**config.mk**
```make
export PLATFORM = sky130hd
export DESIGN_NAME = msu_sector_responder_flat
export DESIGN_NICKNAME = d
export VERILOG_FILES = /design/src/rtl/msu_sector_responder_if.sv /design/src/rtl/msu_sector_responder.sv /design/src/flat_wrapper.sv
export SDC_FILE = /design/constraint.sdc
export NUM_CORES = 1
export LEC_CHECK = 0
export ABC_AREA = 1
export BUFFER_PORTS_ARGS = -buffer_cell sky130_fd_sc_hd__buf_4
export CAP_MARGIN = 30
export CORE_MARGIN = 4
export CORE_UTILIZATION = 45
export DETAILED_ROUTE_END_ITERATION = 10
export PLACE_DENSITY = 0.71
export SLEW_MARGIN = 15
export SYNTH_ARGS = -nofsm -noshare
export SYNTH_HDL_FRONTEND = slang
export SYNTH_SLANG_ARGS = --single-unit
```
**constraint.sdc**
```tcl
create_clock -name clk -period 2.39 [get_ports clk]
set_clock_uncertainty 0.1 [all_clocks]
set_input_delay 0.478 -clock clk [delete_from_list [all_inputs] [get_ports clk]]
set_output_delay 0.478 -clock clk [all_outputs]
set_load 0.05 [all_outputs]
```
**src/rtl/msu_sector_responder_if.sv**
```systemverilog
// msu_sector_responder_if: sd_rd/sd_ack/sd_buff_wr sector bus plus the word-addressed memory port.
`timescale 1ns/1ps
interface msu_sector_responder_if #(
    parameter int LBA_W  = 21,
    parameter int MEM_AW = 29
);
    logic              sd_rd;
    logic [LBA_W-1:0]  sd_lba;
    logic              sd_ack;
    logic              sd_buff_wr;
    logic [7:0]        sd_buff_addr;
    logic [15:0]       sd_buff_dout;
    logic [MEM_AW-1:0] mem_addr;
    logic              mem_rd;
    logic              mem_ready;
    logic [15:0]       mem_dout;
    modport master (
        output sd_rd, sd_lba, mem_ready, mem_dout,
        input  sd_ack, sd_buff_wr, sd_buff_addr, sd_buff_dout, mem_addr, mem_rd
    );
    modport slave (
        input  sd_rd, sd_lba, mem_ready, mem_dout,
        output sd_ack, sd_buff_wr, sd_buff_addr, sd_buff_dout, mem_addr, mem_rd
    );
endinterface

```
**src/rtl/msu_sector_responder.sv**
```systemverilog
// msu_sector_responder: answers sd_rd with one 256-word sector streamed from word-addressed memory.
// MSU_RESP_STATS_EN adds sectors_served / last_lba statistics ports.
`timescale 1ns/1ps
module msu_sector_responder #(
    parameter int LBA_W  = 21,
    parameter int MEM_AW = 29,
    parameter int WR_GAP = 0
) (
    input  logic                 clk,
    input  logic                 reset,
    msu_sector_responder_if.slave bus,
    input  logic [31:0]          img_size,
    output logic                 busy,
    output logic                 oob
`ifdef MSU_RESP_STATS_EN
    ,
    output logic [15:0]          sectors_served,
    output logic [LBA_W-1:0]     last_lba
`endif
);
    typedef enum logic [2:0] {IDLE, FETCH, WRITE, GAP, DONE} state_t;
    state_t           state, nxt;
    logic [LBA_W-1:0] lba;
    logic [7:0]       widx;
    logic [15:0]      word;
    logic [15:0]      gap_cnt;
    logic [31:0]      b;
    logic             in_range, fetch_done, last_gap, accept;
    // {lba, widx, 1'b0} is exactly {lba,9'b0} + 2*widx
    always_comb begin
        b          = 32'({lba, widx, 1'b0});
        in_range   = b < img_size;
        fetch_done = state == FETCH && (!in_range || bus.mem_ready);
        last_gap   = gap_cnt == 16'(WR_GAP - 1);
        accept     = state == IDLE && bus.sd_rd;
    end
    always_ff @(posedge clk or posedge reset) begin
        if (reset) state <= IDLE;
        else       state <= nxt;
    end
    always_comb begin
        nxt = state;
        case (state)
            IDLE:    nxt = bus.sd_rd ? FETCH : IDLE;
            FETCH:   nxt = fetch_done ? WRITE : FETCH;
            WRITE:   nxt = widx == 8'hFF ? DONE : (WR_GAP == 0 ? FETCH : GAP);
            GAP:     nxt = last_gap ? FETCH : GAP;
            DONE:    nxt = IDLE;
            default: nxt = IDLE;
        endcase
    end
    always_comb begin
        bus.sd_ack       = state inside {FETCH, WRITE, GAP};
        busy             = state inside {FETCH, WRITE, GAP};
        bus.sd_buff_wr   = state == WRITE;
        bus.sd_buff_addr = widx;
        bus.sd_buff_dout = word;
        bus.mem_rd       = state == FETCH && in_range;
        bus.mem_addr     = MEM_AW'({lba, widx});
    end
    always_ff @(posedge clk or posedge reset) begin
        if (reset) begin
            lba     <= '0;
            widx    <= '0;
            word    <= '0;
            gap_cnt <= '0;
            oob     <= 1'b0;
        end else begin
            oob <= accept && 32'({bus.sd_lba, 9'b0}) >= img_size;
            if (accept) begin
                lba  <= bus.sd_lba;
                widx <= '0;
            end
            // odd-length image: the final byte shares its word with zero padding
            if (fetch_done)
                word <= !in_range ? 16'h0000 :
                        (b + 32'd1 == img_size ? {8'h00, bus.mem_dout[7:0]} : bus.mem_dout);
            if (state == WRITE && widx != 8'hFF) widx <= widx + 8'd1;
            gap_cnt <= state == GAP ? gap_cnt + 16'd1 : 16'h0000;
        end
    end
`ifdef MSU_RESP_STATS_EN
    always_ff @(posedge clk or posedge reset) begin
        if (reset) begin
            sectors_served <= '0;
            last_lba       <= '0;
        end else begin
            if (state == DONE) sectors_served <= sectors_served + 16'd1;
            if (accept) last_lba <= bus.sd_lba;
        end
    end
`endif
endmodule

```
**src/flat_wrapper.sv**
```systemverilog
// flat-port wrapper written by rule: the top's interface ports become plain ports
module msu_sector_responder_flat 
#(
    parameter int LBA_W  = 21,
    parameter int MEM_AW = 29,
    parameter int WR_GAP = 0
)
  (clk, reset, img_size, busy, oob, bus_sd_rd, bus_sd_lba, bus_mem_ready, bus_mem_dout, bus_sd_ack, bus_sd_buff_wr, bus_sd_buff_addr, bus_sd_buff_dout, bus_mem_addr, bus_mem_rd);
  msu_sector_responder_if #(.LBA_W(LBA_W), .MEM_AW(MEM_AW)) bus_i ();
  input  logic clk;
  input  logic reset;
  input  logic [31:0] img_size;
  output logic busy;
  output logic oob;
  input wire logic [$bits(bus_i.sd_rd)-1:0] bus_sd_rd;
  input wire logic [$bits(bus_i.sd_lba)-1:0] bus_sd_lba;
  input wire logic [$bits(bus_i.mem_ready)-1:0] bus_mem_ready;
  input wire logic [$bits(bus_i.mem_dout)-1:0] bus_mem_dout;
  output wire logic [$bits(bus_i.sd_ack)-1:0] bus_sd_ack;
  output wire logic [$bits(bus_i.sd_buff_wr)-1:0] bus_sd_buff_wr;
  output wire logic [$bits(bus_i.sd_buff_addr)-1:0] bus_sd_buff_addr;
  output wire logic [$bits(bus_i.sd_buff_dout)-1:0] bus_sd_buff_dout;
  output wire logic [$bits(bus_i.mem_addr)-1:0] bus_mem_addr;
  output wire logic [$bits(bus_i.mem_rd)-1:0] bus_mem_rd;
  assign bus_i.sd_rd = bus_sd_rd;
  assign bus_i.sd_lba = bus_sd_lba;
  assign bus_i.mem_ready = bus_mem_ready;
  assign bus_i.mem_dout = bus_mem_dout;
  assign bus_sd_ack = bus_i.sd_ack;
  assign bus_sd_buff_wr = bus_i.sd_buff_wr;
  assign bus_sd_buff_addr = bus_i.sd_buff_addr;
  assign bus_sd_buff_dout = bus_i.sd_buff_dout;
  assign bus_mem_addr = bus_i.mem_addr;
  assign bus_mem_rd = bus_i.mem_rd;
  msu_sector_responder #(.LBA_W(LBA_W), .MEM_AW(MEM_AW), .WR_GAP(WR_GAP)) u_core (.clk(clk), .reset(reset), .bus(bus_i), .img_size(img_size), .busy(busy), .oob(oob));
endmodule
```
==> metrics.txt <==
worst-skew pair later-pin latency around 0.35 ns; # clock sinks 65; period utilisation layout 1.083; H-Tree Depth 3; Clock power frac 0.376; post-synthesis cell type count 37; worst rel slew slack 0.6133; Core Box Area 0.009240 mm²; final cell utilization of the core 0.6658; Synth Register Bits between 60 and 70; number of global-route vias before repair 4289; pin count of the biggest net entering global routing 26; type of the worst setup path register to output pin; IR drop worst, VDD ~0.24 mV; die height 105.4 µm; worst slew pin tran 0.5792 ns; final worst slack -0.1981 ns; Critical R2R Capture u_core.bus.sd_buff_dout[12]$_DFFE_PP0P_; Hold Slack 0.08563 ns; post-detail-place hpwl 8.730 mm; sequential power share 0.473; Setup Slack @ Placement -0.08839 ns; drt drc 0; share of cells above drive strength 1 0.3588; Worst Hold Class input pin to async pin; flop-to-flop setup slack 0.26 ns; Mapped Nets 683; ANT cells 0; CTS tree done; Gate power share 0.151; Yosys top cell area share 0.3812; final setup fails 1; DRC marker count from the first detailed-route iteration around 130; Power Dens Cells 381.1 mW/mm²; largest area contributor in the netlist dfrtp_1; IO buf count 130; failing checks setup timing; Wirelength per Cell 13.55 µm; RSZ-0062 raised after global routing true; total wire length about 12 mm; crit path buf inv count 1; Largest delay share family, worst path compound AO/OA/AOI/OAI gates; Antenna Nets Post-Route 0; CP Max Fanout 3; DR vias/cell 4.904; Tmin final 2.588 ns; WP data required between 1.5 and 2 ns; DR vias 4227; cell mode on critical path nand2_2; switching pwr approximately 0.00066 W; clk buf depth 2; Nets 853; TritonCTS buffer count 9; Internal 0.001684 W; P_leak 3.450 nW; Sw Share 0.2818; Placement Rows 35; Reg2Reg Depth 12; CTS Hold Buffers Added 0; Die ar. roughly 0.011 mm²; DRT Pass-1 Iters 4; fin. max-slew vios 0; I/O pin total approximately 130; YS warnings 0; gr ovfl total 0; Slowest-stage cell, CP dfrtp_2; startpoint types register; Initial Util 0.4617; sequential area share after synthesis 0.3812; gr usage total 0.2109; gpl congestion approximately 0.89; worst r2r src u_core.lba[14]$_DFFE_PP0P_; CP peak stage delay 0.44 ns; area grow syn2layout 44.19%; crit path DAT 2.01 ns; Clock Tree Root clkbuf_8; max-cap viol count 0; Syn Area/Cell 7.646 µm²; Die X approximately 110 µm; Reg clk slew, reported paths 0.08 ns; Worst setup EP type output pin; Setup TNS -0.1981 ns; Cell Area, Synth 0.004267 mm²; Max Fclk 386.4 MHz; first-pass GRT wire length 19.19 mm; CP cell instances ha_4, a21oi_1, o21ai_1, a21oi_2, nand2_2, nand2_2, nand2_2, nor2_4, buf_8; initial antenna violation count 0; cell count after synthesis 558; final hold violation count 0; ranking of synthesized cells by area dfrtp_1 (38%), nand2_1 (16%), ha_1 (15%), inv_1 (6.8%), a21oi_1 (3.5%); fillcell total 776; run status finished with violations
## metrics by stage
step | instances | power [W] | instance area [µm²]
6_report | 862 | 0.002345 | 6152
2_1_floorplan | 558 | 0.001293 | 4292
5_1_grt | 862 | 0.002463 | 6152
3_5_place_dp | 827 | 0.001457 | 5548
4_1_cts | 857 | 0.002344 | 6018
3_3_place_gp | 827 | 0.001450 | 5548
## layer usage
layer	share of wire	vias up	track usage
met2	0.50	110	0.3538
met3	0.055	20	0.05266
met4	0.020	0	0.07029
met5	0	-	0
li1	-	2129	-
met1	0.43	1968	0.2649
## cell usage in the layout (no fill, tap or decap), types with 2 or more instances in the layout
cell type and n:
a21boi_0 9, a21o_1 2, a21oi_1 22, a21oi_2 8, a31oi_1 4, buf_12 2
buf_4 173, clkbuf_8 10, clkinv_2 2, clkinv_4 3, dfrtp_1 49, dfrtp_2 16
ha_1 35, ha_4 17, inv_1 75, inv_2 3, nand2_1 176, nand2_2 12
nand3_1 11, nand3_2 3, nand4_1 15, nor2_1 33, nor2_2 5, nor2_4 3
nor3_1 10, o21ai_0 14, o21ai_1 3, o32ai_1 2
## cell type report
cell class                      instances  area (µm²)  share of cell area
Inverter                               79       296.5             0.04820
Tap cell                              129       161.4             0.02624
Multi-Input combinational cell        397        2512              0.4084
Sequential cell                        65        1647              0.2676
Clock buffer                           10       137.6             0.02237
Timing Repair Buffer                  176        1354              0.2201
Clock inverter                          6       43.79            0.007118
## synth_stat cells, drive strengths merged
cell,n
a21boi,9
nor3,11
a31oi,4
o21ai,18
a21o,2
buf,11
nand4,15
inv,78
dfrtp,65
o21bai,1
o31ai,1
nor4b,1
o211ai,1
clkinv,1
and3,1
nand2,189
o211a,1
a21oi,30
or2,2
clkbuf,6
nand3b,1
ha,52
nor2,41
o32ai,2
o21a,1
nand3,14
## worst max-delay path by stage
stage | startpoint | endpoint | slack (ns) | depth (start not counted)
after floorplan | u_core.lba[4]$_DFFE_PP0P_ | bus_mem_rd | 0.0007 | 8
after global placement | img_size[11] | bus_mem_rd | -0.07 | 11
after detailed placement | img_size[15] | bus_mem_rd | -0.09 | 11
after CTS | u_core.bus.sd_buff_addr[0]$_DFFE_PP0P_ | bus_mem_rd | -0.15 | 13
after global routing | u_core.lba[6]$_DFFE_PP0P_ | bus_mem_rd | -0.32 | 9
final | u_core.lba[6]$_DFFE_PP0P_ | bus_mem_rd | -0.20 | 9
## kinds of logic (layout without fill, tap and decap cells)
family / after synthesis / count (layout) / share of synthesized area
adders and majority gates: 52 / 52 / 0.1525
and+or+nand+nor: 275 / 275 / 0.2754
buffers and inverters: 96 / 271 / 0.09501
AOI/OAI and AO/OA: 70 / 70 / 0.09589
DFF: 65 / 65 / 0.3812
## sequential cells by signal, summed over array words and instances (netlist names)
register                 count
u_core.oob                   1
u_core.gap_cnt              16
u_core.state                 3
u_core.bus.sd_buff_addr      8
u_core.lba                  21
u_core.bus.sd_buff_dout     16
## power by group through the flow
stage	clock network (W)	logic, W	registers, W
5_1_grt	0.000952	0.000400	0.00111
3_3_place_gp	0	0.000318	0.00113
6_report	0.000881	0.000354	0.00111
4_1_cts	0.000891	0.000343	0.00111
2_1_floorplan	0	0.000137	0.00116
3_5_place_dp	0	0.000326	0.00113
## what timing repair did
item,CTS,global route
gates resized for setup,25,16
pin swaps,19,10
setup buffers,14,5
setup endpoints to repair,1,1
## worst register-to-register path: stages, from the launching register on
cell,delay [ns]
dfrtp_2,0.44
ha_4,0.27
nand2_1,0.07
nor2_2,0.14
nand4_1,0.16
nor2_4,0.14
nand2_2,0.07
buf_4,0.13
buf_4,0.12
nand3_2,0.09
nand2_4,0.14
nand2_1,0.10
nand2_1,0.05
(Power assumes the default switching activity.)
